### config.mk
export PLATFORM = sky130hd
export DESIGN_NAME = modn_count_monitor
export DESIGN_NICKNAME = d
export VERILOG_FILES = /design/src/rtl/modn_count_monitor.sv
export SDC_FILE = /design/constraint.sdc
export NUM_CORES = 1
export LEC_CHECK = 0
export BUFFER_PORTS_ARGS = -buffer_cell sky130_fd_sc_hd__buf_4
export CORE_ASPECT_RATIO = 1.5
export CORE_MARGIN = 5
export CORE_UTILIZATION = 30
export CTS_CLUSTER_DIAMETER = 200
export CTS_CLUSTER_SIZE = 40
export DETAILED_ROUTE_END_ITERATION = 6
export PLACE_DENSITY = 0.47
export SYNTH_ARGS = -nofsm -noshare
export SYNTH_HDL_FRONTEND = slang
export SYNTH_SLANG_ARGS = --single-unit
### constraint.sdc
create_clock -name clk -period 3.4 [get_ports clk]
set_input_delay 0.51 -clock clk [delete_from_list [all_inputs] [get_ports clk]]
set_output_delay 0.51 -clock clk [all_outputs]
set_load 0.02 [all_outputs]
### src/rtl/modn_count_monitor.sv
// modn_count_monitor: receive-side checker for a mod-N counter.
// Predicts each sampled count from the live modN. It flags sequence errors,
// resynchronises after an error, and keeps a saturating count of wraps.
// Optional feature: define MODN_MON_ERRCNT_EN to add a saturating err_cnt
// register. Without it, err_cnt is tied to zero.
module modn_count_monitor #(
    parameter int W        = 6,
    parameter int WRAPW    = 8,
    parameter int ERRW     = 8,
    parameter int LOCK_CNT = 2
) (
    input  logic             clk,
    input  logic             reset,
    input  logic [W-1:0]     modN,
    input  logic [W-1:0]     count,
    input  logic             smp,
    output logic             locked,
    output logic             err,
    output logic             err_sticky,
    output logic             wrap,
    output logic [WRAPW-1:0] wrap_cnt,
    output logic [W-1:0]     expected,
    output logic [ERRW-1:0]  err_cnt
);

    localparam int RUNW = $clog2(LOCK_CNT + 1);

    typedef enum logic [1:0] {
        ACQ    = 2'd0,
        TRACK  = 2'd1,
        RESYNC = 2'd2
    } state_t;

    state_t            state_q, state_d;
    logic [W-1:0]      expected_q, expected_d;
    logic [RUNW-1:0]   run_q, run_d;
    logic              err_q, err_d;
    logic              wrap_q, wrap_d;
    logic              sticky_q, sticky_d;
    logic [WRAPW-1:0]  wrap_cnt_q, wrap_cnt_d;

    logic [W-1:0]      nxt_val;
    logic              nxt_wrap;

    // Successor of the sampled count under the live modulus.
    // modN-1 is only evaluated once modN >= 2 is known.
    always_comb begin
        nxt_val  = '0;
        nxt_wrap = 1'b0;
        if (modN <= W'(1)) begin
            nxt_wrap = 1'b1;
        end else if (count >= modN - 1'b1) begin
            nxt_wrap = 1'b1;
        end else begin
            nxt_val = count + 1'b1;
        end
    end

    // Tracking FSM: next state, prediction, pulses and wrap counter.
    always_comb begin
        state_d    = state_q;
        expected_d = expected_q;
        run_d      = run_q;
        err_d      = 1'b0;
        wrap_d     = 1'b0;
        sticky_d   = sticky_q;
        wrap_cnt_d = wrap_cnt_q;
        if (smp) begin
            case (state_q)
                ACQ: begin
                    expected_d = nxt_val;
                    run_d      = '0;
                    state_d    = TRACK;
                end
                TRACK: begin
                    expected_d = nxt_val;
                    if (count == expected_q) begin
                        wrap_d = nxt_wrap;
                    end else begin
                        err_d    = 1'b1;
                        sticky_d = 1'b1;
                        run_d    = '0;
                        state_d  = RESYNC;
                    end
                end
                RESYNC: begin
                    // A mismatch re-seeds the prediction from the sample.
                    // It does not raise another err pulse.
                    expected_d = nxt_val;
                    if (count == expected_q) begin
                        if (run_q == RUNW'(LOCK_CNT - 1)) begin
                            run_d   = '0;
                            state_d = TRACK;
                        end else begin
                            run_d = run_q + 1'b1;
                        end
                    end else begin
                        run_d = '0;
                    end
                end
                default: begin
                    state_d = ACQ;
                end
            endcase
        end
        if (wrap_d && (wrap_cnt_q != '1)) begin
            wrap_cnt_d = wrap_cnt_q + 1'b1;
        end
    end

    // State and output registers with synchronous reset.
    always_ff @(posedge clk) begin
        if (reset) begin
            state_q    <= ACQ;
            expected_q <= '0;
            run_q      <= '0;
            err_q      <= 1'b0;
            wrap_q     <= 1'b0;
            sticky_q   <= 1'b0;
            wrap_cnt_q <= '0;
        end else begin
            state_q    <= state_d;
            expected_q <= expected_d;
            run_q      <= run_d;
            err_q      <= err_d;
            wrap_q     <= wrap_d;
            sticky_q   <= sticky_d;
            wrap_cnt_q <= wrap_cnt_d;
        end
    end

    assign locked     = (state_q == TRACK);
    assign err        = err_q;
    assign err_sticky = sticky_q;
    assign wrap       = wrap_q;
    assign wrap_cnt   = wrap_cnt_q;
    assign expected   = expected_q;

`ifdef MODN_MON_ERRCNT_EN
    logic [ERRW-1:0] err_cnt_q, err_cnt_d;

    // Saturating tally of err pulses.
    always_comb begin
        err_cnt_d = err_cnt_q;
        if (err_d && (err_cnt_q != '1)) begin
            err_cnt_d = err_cnt_q + 1'b1;
        end
    end

    // Error counter register.
    always_ff @(posedge clk) begin
        if (reset) begin
            err_cnt_q <= '0;
        end else begin
            err_cnt_q <= err_cnt_d;
        end
    end

    assign err_cnt = err_cnt_q;
`else
    assign err_cnt = '0;
`endif

endmodule
==> results of run 1 <==
## worst paths after layout
check / from / endpoint
worst max register to register: wrap_cnt[0]$_SDFFE_PP0P_ / wrap_cnt[4]$_SDFFE_PP0P_
worst min-delay path: err_sticky$_SDFFE_PP0P_ / err_sticky$_SDFFE_PP0P_
worst max-delay path: modN[4] / wrap_cnt[3]$_SDFFE_PP0P_
worst min register to register: err_sticky$_SDFFE_PP0P_ / err_sticky$_SDFFE_PP0P_
## tightest hold or removal path, stage by stage (launching register included)
cell and delay [ps]:
dfxtp_1 340, a21oi_1 40, nor2_1 70
## sequential cells by signal, indices dropped and copies added (netlist names)
name	cells
err	1
err_sticky	1
expected	6
run_q	2
state_q	2
wrap	1
wrap_cnt	8
## layer usage
layer | up-vias | share of wire | wire length (um) | track usage
met2 | 29 | 0.55 | 1920 | 0.215
li1 | 637 | - | - | -
met3 | 4 | 0.042 | 147 | 0.0168
met5 | - | 0 | 0 | 0
met1 | 583 | 0.39 | 1340 | 0.118
met4 | 0 | 0.016 | 56 | 0.0588
## through the flow
| step | total power [mW] | setup slack [ps] | hold slack [ps] | util |
|---|---|---|---|---|
| floorplan | 0.371 | 740 | 462 | - |
| global placement | 0.407 | 427 | 459 | 0.361 |
| detailed placement | 0.411 | 346 | 461 | 0.361 |
| CTS | 0.578 | 615 | 482 | 0.371 |
| global route | 0.605 | 445 | 505 | 0.371 |
| finish | 0.570 | 621 | 478 | 0.371 |
## cells by family (layout without fill, tap and decap cells)
group	count (synthesis)	in the layout	synth area share
adders and majority gates	10	10	0.0897
other	1	8	0.00269
DFF	21	21	0.301
AOI/OAI and AO/OA	32	32	0.145
muxes	4	4	0.0314
buffers and inverters	20	41	0.0816
and+or+nand+nor	65	65	0.260
xor gates and xnor gates	14	14	0.0879
## where the power goes
group | internal [mW] | leakage [nW] | switching (mW)
logic | 0.0539 | 0.512 | 0.0858
registers | 0.255 | 0.171 | 0.00934
clock network | 0.0835 | 0.0228 | 0.0830
## cell usage after synthesis (2+ instances only)
library cell	count	area [um^2]
dfxtp_1	21	420
a21oi_1	16	80.1
nand2_1	13	48.8
nor2_1	12	45.0
ha_1	10	125
buf_4	8	60.1
xor2_1	8	70.1
nand3_1	7	35.0
xnor2_1	6	52.6
clkbuf_1	5	18.8
inv_1	5	18.8
nor2b_1	4	25.0
nor3b_1	4	30.0
and3_1	3	18.8
mux2_2	3	33.8
nand2b_1	3	18.8
nand4_1	3	18.8
nor4_1	3	18.8
o21ai_0	3	15.0
o31ai_1	3	22.5
or4_1	3	22.5
and2_1	2	12.5
nand3b_1	2	15.0
nor3_1	2	10.0
or3_1	2	12.5
## placed cells by master, fill, tap and decap left out, types with 2 or more instances in the layout
cell	n
o21ai_0	3
xor2_1	8
nor3_1	2
nand3_1	7
ha_1	10
nand4_1	3
clkbuf_8	3
or3_1	2
and3_1	3
inv_1	5
nand2b_1	3
conb_1	8
and2_1	2
nor2_1	12
or4_1	3
o31ai_1	3
nand2_1	13
nor2b_1	4
nor4_1	3
xnor2_1	6
mux2_2	3
a21oi_1	16
buf_4	32
nor3b_1	4
nand3b_1	2
dfxtp_1	21
## layout make-up
| class | count | area share |
|---|---|---|
| clock buffers | 4 | 0.0269 |
| well taps | 48 | 0.0359 |
| inverters | 5 | 0.0112 |
| flip-flops and latches | 21 | 0.251 |
| repair buffers | 32 | 0.144 |
| multi-input cells | 133 | 0.531 |
==> results.md, run 1 <==
- Status: finished clean
- Skew final: about 1.6 ps
- Final Hold Viols: 0
- Yosys Warn Count: 0
- Routed Antenna Nets: 0
- Largest delay share family, worst path: compound AO/OA/AOI/OAI gates
- GRT overflow: 0
- GRT Total Usage: 0.114
- Worst reg2reg path depth: 6
- Worst-Margin Slew: 711 ps
- Hold buffer count at cts: 0
- Setup violators final: 0
- CTS tree: done
- H-tree depth: 1
- Setup CP Type: in2reg
- Tmin final: around 2800 ps
- Cell total after placement: 239
- PortBufs: 32
- Leak: slightly above 0.7 nW
- Initial antenna violation count: 0
- Via count: approximately 1,300
- Share of layout cells above drive strength 1: 0.205
- Register-to-register setup slack: roughly 1300 ps
- Setup TNS: 0 ps
- Post-synth top flop: dfxtp_1
- Seq/Total Area, Yosys: 0.301
- Die area: 0.00614 mm^2
- GP Congestion: 0.733
- Die height: just over 90 um
- Fillcell total: roughly 500
- Startpoint Class: input pin
- CTS max path bufs: 2
- WP depth: 10
- Detailed-route wire length per cell: between 10 and 15 um
- Cell row count: 30
- Pre-antenna DRT Iters: 4
- Final period util: 0.817
- Achievable Freq: 360 MHz
- Max incr delay on CP: 590 ps
- Iter 0 DRT Violations: 39
- Root Buffer: clkbuf_8
- Multi-input gate area: roughly 900 um^2
- Critical-path top delay cell: o31a_1
- WL final: about 3500 um
- Worst Path Arrival: ~3000 ps
- Boundary pin count: 41
- Core Box Area: between 0.004 and 0.005 mm^2
- Clock Latency Late Sink: roughly 260 ps
- Cell variety after synth: slightly above 40
- Initial Util: 0.310
- Total setup buffers inserted after CTS: 0
- Cts repair resizes: 0
- RSZ-0062 raised after global routing: false
- Placed instance area: approximately 0.0016 mm^2
- DIE WIDTH: roughly 66 um
- Register area: between 400 and 500 um^2
- Hpwl dp: 2810 um
- Peak supply drop: roughly 0.13 mV
- Asr flop ratio synth: 0
- DR vias/cell: between 5 and 6
- Avg Inst Size Synth: approximately 8.4 um^2
- Crit-path cells: buf_4, or3_1, nor3_1, xnor2_1, ha_1, a21oi_1, o221a_1, o31a_1, nor3b_1, mux2_2
- CP required: ~3600 ps
- CP Capture Type: flip-flop
- Number of global-route vias before repair: 1,254
- Final std cells w/o fill: between 200 and 250
- Clk slew on worst S/H paths: 80 ps
- Pins Over Slew Limit: 0
- CTS Sinks: 21
- Area grow syn2layout: 19.8%
- Post-Syn Instances: between 150 and 200
- Max Cap Viol: 0
- Slew HR: 0.526
- Largest net degree at the start of global routing: 26
- Wire length of the first global-routing pass: 5560 um
- Total CTS buffers: 3
- Ant diodes: 0
- DRC: 0
- CP Buf/Inv Count: 1
- Design area: around 0.0017 mm^2
- Flops & latches, synth: 21
- Crit-path max FO: 20
- Post-synth EDFFs: 0
- Hold WC Path Type: reg2reg
- Mapped Area: 0.00140 mm^2
- Nets@finish: ~220
- PwrDens: around 340 mW/mm^2
- Min-Delay Path Depth: 2
Note: power is estimated with default switching activity, not from simulation.
==> run 2: changes to the inputs <==
--- a/config.mk
+++ b/config.mk
@@ -12,7 +12,7 @@
 export CTS_CLUSTER_DIAMETER = 200
 export CTS_CLUSTER_SIZE = 40
 export DETAILED_ROUTE_END_ITERATION = 6
-export PLACE_DENSITY = 0.47
+export PLACE_DENSITY = 0.49
 export SYNTH_ARGS = -nofsm -noshare
 export SYNTH_HDL_FRONTEND = slang
 export SYNTH_SLANG_ARGS = --single-unit
==> constraint.sdc (replaced) <==
create_clock -name clk -period 2.2 [get_ports clk]
set_input_delay 0.33 -clock clk [delete_from_list [all_inputs] [get_ports clk]]
set_output_delay 0.33 -clock clk [all_outputs]
set_load 0.02 [all_outputs]
==> results.md, run 2 (synthesis results as in run 1) <==
- RSZ-0062 raised after global routing: true
- Wire length of the first global-routing pass: 5770 um (+3.7%)
- Clock Latency Late Sink: 260 ps (about the same)
- CP Capture Type: flip-flop
- Worst Path Arrival: 2570 ps (-360 ps)
- Sw Share: 0.319 (+0.00623)
- PortBufs: 32 (unchanged)
- Crit-path cells: buf_6, or3_4, nor3_4, xnor2_1, ha_1, nand2_1, o221a_1, o31a_1, buf_12, or4_4, a21oi_2
- CTS Sinks: 21 (unchanged)
- Min-Delay Path Depth: 2 (unchanged)
- Die height: 93.5 um (unchanged)
- Reg2Reg Launch Point: wrap_cnt[0]$_SDFFE_PP0P_
- Sequential share of power: 0.417 (-0.046)
- Slack of the critical path: -168 ps (-790 ps)
- Initial Util: 0.310 (unchanged)
- Register-to-register setup slack: 110 ps (-1150 ps)
- Max Cap Viol: 0 (unchanged)
- Root Buffer: clkbuf_8
- CTS tree: done
- Tmin final: around 2400 ps
- CP required: 2410 ps (-1140 ps)
- Worst r2r dst: wrap_cnt[6]$_SDFFE_PP0P_
- Nets@finish: 241 (+9.0%)
- Critical-path top delay cell: or4_4
- Fillcell total: 467 (-5.5%)
- Clk slew on worst S/H paths: 80 ps (about the same)
- Share of layout cells above drive strength 1: 0.358 (+0.153)
- GRT Total Usage: 0.121 (+0.00674)
- DR vias/cell: 5.03 (-2.4%)
- Boundary pin count: 41 (unchanged)
- Crit-path max FO: 7 (-65%)
- Detailed-route wire length per cell: 14.4 um (+0.78%)
- GRT overflow: 0 (unchanged)
- Placed instance area: 0.00179 mm^2 (+9.9%)
- Status: finished with violations
- Comb pwr share: 0.318 (+0.073)
- Cell total after placement: 254 (+6.3%)
- Fin util: 0.442 (+0.0711)
- Failing checks: setup timing
- Worst reg2reg path depth: 7 (+1)
- Core Box Area: 0.00450 mm^2 (unchanged)
- Clock power share: 0.265 (-0.027)
- CTS max path bufs: 2 (unchanged)
- Hpwl dp: 2910 um (+3.8%)
- Hold WC Path Type: in2reg
- Area grow syn2layout: 42.8%
- Internal cell power: 668 uW (+70%)
- Most frequent cells in the layout: buf_4 (46), dfxtp_1 (21), nand2_1 (13)
- Final std cells w/o fill: 263 (+8.2%)
- Largest net degree at the start of global routing: 26 (unchanged)
- Total CTS buffers: 3 (unchanged)
- Via count: 1,323 (+5.6%)
- Hold buffer count at cts: 0 (unchanged)
- Ant diodes: 0 (unchanged)
- H-tree depth: 1 (unchanged)
- Number of global-route vias before repair: 1,251 (-0.24%)
- Die area: 0.00614 mm^2 (unchanged)
- Achievable Freq: between 400 and 500 MHz
- Cell row count: 30 (unchanged)
- Commonest non-fill, non-tap cell in the layout: buf_4
- Pins Over Slew Limit: 0 (unchanged)
- P_sw: 312 uW (+75%)
- Worst Hold Path EP: state_q[1]$_SDFFE_PP0P_
- Skew final: 5.55 ps (+3.92 ps)
- Startpoint Class: input pin
- DRC: 0 (unchanged)
- Final period util: 1.08
- Max incr delay on CP: 410 ps (-180 ps)
- Worst Min Path Start: smp
- Peak supply drop: 0.203 mV (+52%)
- Setup violators final: 14 (+14)
- GP Congestion: 0.859 (+17%)
- Iter 0 DRT Violations: 58 (+49%)
- Leak: 0.894 nW (+27%)
- Final Hold Viols: 0 (unchanged)
- Max reg flops: 8 (unchanged)
- WL final: 3780 um (+9.1%)
- Routed Antenna Nets: 0 (unchanged)
- Setup CP Type: in2reg
- Initial antenna violation count: 0 (unchanged)
- Pre-antenna DRT Iters: 4 (unchanged)
- DIE WIDTH: 65.7 um (unchanged)
- Design area: 0.00199 mm^2 (+19%)
- PwrDens: 492 mW/mm^2 (+44%)
==> run 2: timing repair <==
action	CTS	global route
pin swaps	7	8
setup buffers	5	0
cloned	0	0
setup endpoints to repair	15	15
gates resized for setup	11	11
==> run 2: area by class of cell <==
cell class              instances  area [um^2]  share of cell area
clock buffers                   3         41.3              0.0207
clock inverters                 1         5.00             0.00251
inverters                       5         18.8             0.00942
multi-input cells             133         1020               0.510
flip-flops and latches         21          420               0.211
well taps                      48         60.1              0.0302
repair buffers                 52          430               0.216
==> run 2: per-layer routing <==
| metal | up-vias | global-route usage | share of wire |
|---|---|---|---|
| met4 | 0 | 0.0761 | 0.031 |
| li1 | 674 | - | - |
| met3 | 8 | 0.0252 | 0.065 |
| met5 | - | 0 | 0 |
| met1 | 601 | 0.122 | 0.38 |
| met2 | 40 | 0.219 | 0.52 |
==> run 2: worst max-delay path by stage <==
| stage | cells after the start | end | startpoint |
|---|---|---|---|
| after global routing | 11 | wrap_cnt[2]$_SDFFE_PP0P_ | modN[4] |
| after detailed placement | 11 | wrap_cnt[5]$_SDFFE_PP0P_ | modN[4] |
| final | 11 | wrap_cnt[6]$_SDFFE_PP0P_ | modN[4] |
| after CTS | 11 | wrap_cnt[2]$_SDFFE_PP0P_ | modN[4] |
| after global placement | 11 | wrap_cnt[7]$_SDFFE_PP0P_ | modN[4] |
| after floorplan | 10 | wrap_cnt[2]$_SDFFE_PP0P_ | modN[4] |
==> run 2: power groups by stage <==
stage                     sequential [mW]  clock, mW  combinational (mW)
after global placement              0.417          0               0.254
after detailed placement            0.417          0               0.259
final                               0.408      0.260               0.312
after CTS                           0.408      0.269               0.300
after floorplan                     0.426          0               0.153
after global routing                0.410      0.284               0.337
==> run 2: per-stage QoR <==
step                      hold WS [ps]  power [mW]  TNS [ps]  setup WS [ps]
after floorplan                    462       0.579     -1740           -198
after global placement             459       0.671     -5620           -453
after detailed placement           462       0.676     -6570           -539
after CTS                          315       0.977     -1010           -122
after global routing               334        1.03     -2450           -233
final                              324       0.980     -1420           -168
==> run 2: worst max-delay path, delay by kind of cell <==
family	cells	cell delay [ps]
buf+inv	2	260
fa+ha+maj	1	290
compound gates	3	580
simple gates	4	1010
xor+xnor	1	90
==> run 3: changes to the inputs <==
==> constraint.sdc (replaced) <==
create_clock -name clk -period 2.2 [get_ports clk]
set_input_delay 0 -clock clk [delete_from_list [all_inputs] [get_ports clk]]
set_output_delay 0 -clock clk [all_outputs]
set_load 0.02 [all_outputs]
==> results.md, run 3 (synthesis results as in run 1) <==
- Skew final: 3.10 ps (-2.46 ps)
- P_sw: 283 uW (-9.5%)
- Pins Over Slew Limit: 0 (unchanged)
- Setup CP Type: in2reg
- Register-to-register setup slack: 200 ps (+90 ps)
- Setup violators final: 0 (-14)
- Clk slew on worst S/H paths: 80 ps (about the same)
- Total CTS buffers: 3 (unchanged)
- GRT Total Usage: 0.116 (-0.00557)
- Internal cell power: 624 uW (-6.6%)
- Cell total after placement: 249 (-2.0%)
- Largest net degree at the start of global routing: 26 (unchanged)
- Boundary pin count: 41 (unchanged)
- Initial Util: 0.310 (unchanged)
- Initial antenna violation count: 0 (unchanged)
- CP required: 2390 ps (-20 ps)
- Hold WC Path Type: in2reg
- CP Capture Type: flip-flop
- Max reg flops: 8 (unchanged)
- GP Congestion: 0.741 (-14%)
- Tmin final: 2090 ps (-274 ps)
- Startpoint Class: input pin
- Total setup buffers inserted after CTS: 0 (-5)
- Share of layout cells above drive strength 1: 0.252 (-0.106)
- Final std cells w/o fill: 254 (-3.4%)
- Hpwl dp: 2780 um (-4.5%)
- Die area: 0.00614 mm^2 (unchanged)
- Final period util: 0.952 (-0.125)
- Routed Antenna Nets: 0 (unchanged)
- Sequential share of power: 0.450 (+0.033)
- Iter 0 DRT Violations: 44 (-24%)
- Comb pwr share: 0.264 (-0.054)
- RSZ-0062 raised after global routing: false
- DIE WIDTH: 65.7 um (unchanged)
- Sw Share: 0.312 (-0.00666)
- Core Box Area: 0.00450 mm^2 (unchanged)
- PwrDens: 515 mW/mm^2 (+4.7%)
- DR vias/cell: 5.04 (+0.26%)
- Wire length of the first global-routing pass: 5710 um (-1.1%)
- Commonest non-fill, non-tap cell in the layout: buf_4
- GRT overflow: 0 (unchanged)
- CTS Sinks: 21 (unchanged)
- Status: finished clean
- Nets@finish: 232 (-3.7%)
- Most frequent cells in the layout: buf_4 (42), dfxtp_1 (21), a21oi_1 (16)
- Area grow syn2layout: 26.1%
- Clock Latency Late Sink: 260 ps (about the same)
- Via count: 1,281 (-3.2%)
- Clock power share: 0.286 (+0.021)
- Pre-antenna DRT Iters: 4 (unchanged)
- CTS tree: done
- Number of global-route vias before repair: 1,316 (+5.2%)
- PortBufs: 32 (unchanged)
- Cell row count: 30 (unchanged)
- H-tree depth: 1 (unchanged)
- Leak: 0.761 nW (-15%)
- Worst Path Arrival: 2290 ps (-280 ps)
- Peak supply drop: 0.185 mV (-8.8%)
- Die height: 93.5 um (unchanged)
- Root Buffer: clkbuf_8
- Max Cap Viol: 0 (unchanged)
- Detailed-route wire length per cell: 13.3 um (-7.5%)
- CTS max path bufs: 2 (unchanged)
- Final Hold Viols: 0 (unchanged)
- Ant diodes: 0 (unchanged)
- Fin util: 0.391 (-0.0517)
- WL final: 3380 um (-11%)
- DRC: 0 (unchanged)
- Crit-path max FO: 12 (+5)
- Achievable Freq: 478 MHz (+13%)
-- run 3: cell count changes in the layout (fill, tap and decap cells not counted), sizes merged --
cell and delta:
dlygate4sd3 +1, buf -10
-- run 3: layout make-up --
type	instances	area (um^2)
well taps	48	60.1
clock buffers	3	41.3
clock inverters	1	5.00
flip-flops and latches	21	420
multi-input cells	133	888
fillers	502	2750
repair buffers	43	325
inverters	5	18.8
-- run 3: power by group through the flow --
stage                     registers [mW]  clock network (mW)  logic (mW)
after detailed placement           0.417                   0       0.240
final                              0.408               0.259       0.239
after global routing               0.411               0.281       0.266
after CTS                          0.408               0.266       0.242
after global placement             0.417                   0       0.234
after floorplan                    0.426                   0       0.148
-- run 3: final timing paths --
path,startpoint,end,cells past startpoint
min reg2reg,expected[1]$_SDFFE_PP0P_,expected[1]$_SDFFE_PP0P_,2
max,modN[4],wrap_cnt[0]$_SDFFE_PP0P_,11
max reg2reg,wrap_cnt[0]$_SDFFE_PP0P_,wrap_cnt[3]$_SDFFE_PP0P_,6
min,reset,expected[0]$_SDFFE_PP0P_,2
-- run 3: worst max-delay path, stage by stage --
cell     delay, ps
buf_4          110
or3_1          390
nor3_1         210
xnor2_1        100
ha_1           300
nand2_1         70
o221a_1        260
o31a_2         180
buf_4          180
or3_1          340
a21oi_1        150
-- run 3: per-stage QoR --
stage	TNS (ps)	instance area, um^2	hold slack, ps	power [mW]	worst slack [ps]
6_report	0	1760	87.0	0.906	106
5_1_grt	0	1760	95.5	0.959	13.8
4_1_cts	0	1760	81.9	0.916	16.8
3_5_place_dp	-2320	1700	278	0.657	-255
3_3_place_gp	-1260	1700	265	0.651	-166
2_1_floorplan	0	1420	188	0.574	49.9
-- run 3: repair_timing --
| action | CTS | global route |
|---|---|---|
| gates resized for setup | 0 | 1 |
| setup endpoints to repair | 0 | 8 |
| hold buffers | 1 | 0 |
| endpoints found under the hold margin | 1 | 0 |
-- run 3: layer usage --
metal | share of wire | track usage | up-vias
li1 | - | - | 655
met1 | 0.38 | 0.115 | 597
met2 | 0.56 | 0.227 | 25
met3 | 0.043 | 0.0156 | 4
met4 | 0.017 | 0.0519 | 0
met5 | 0 | 0 | -
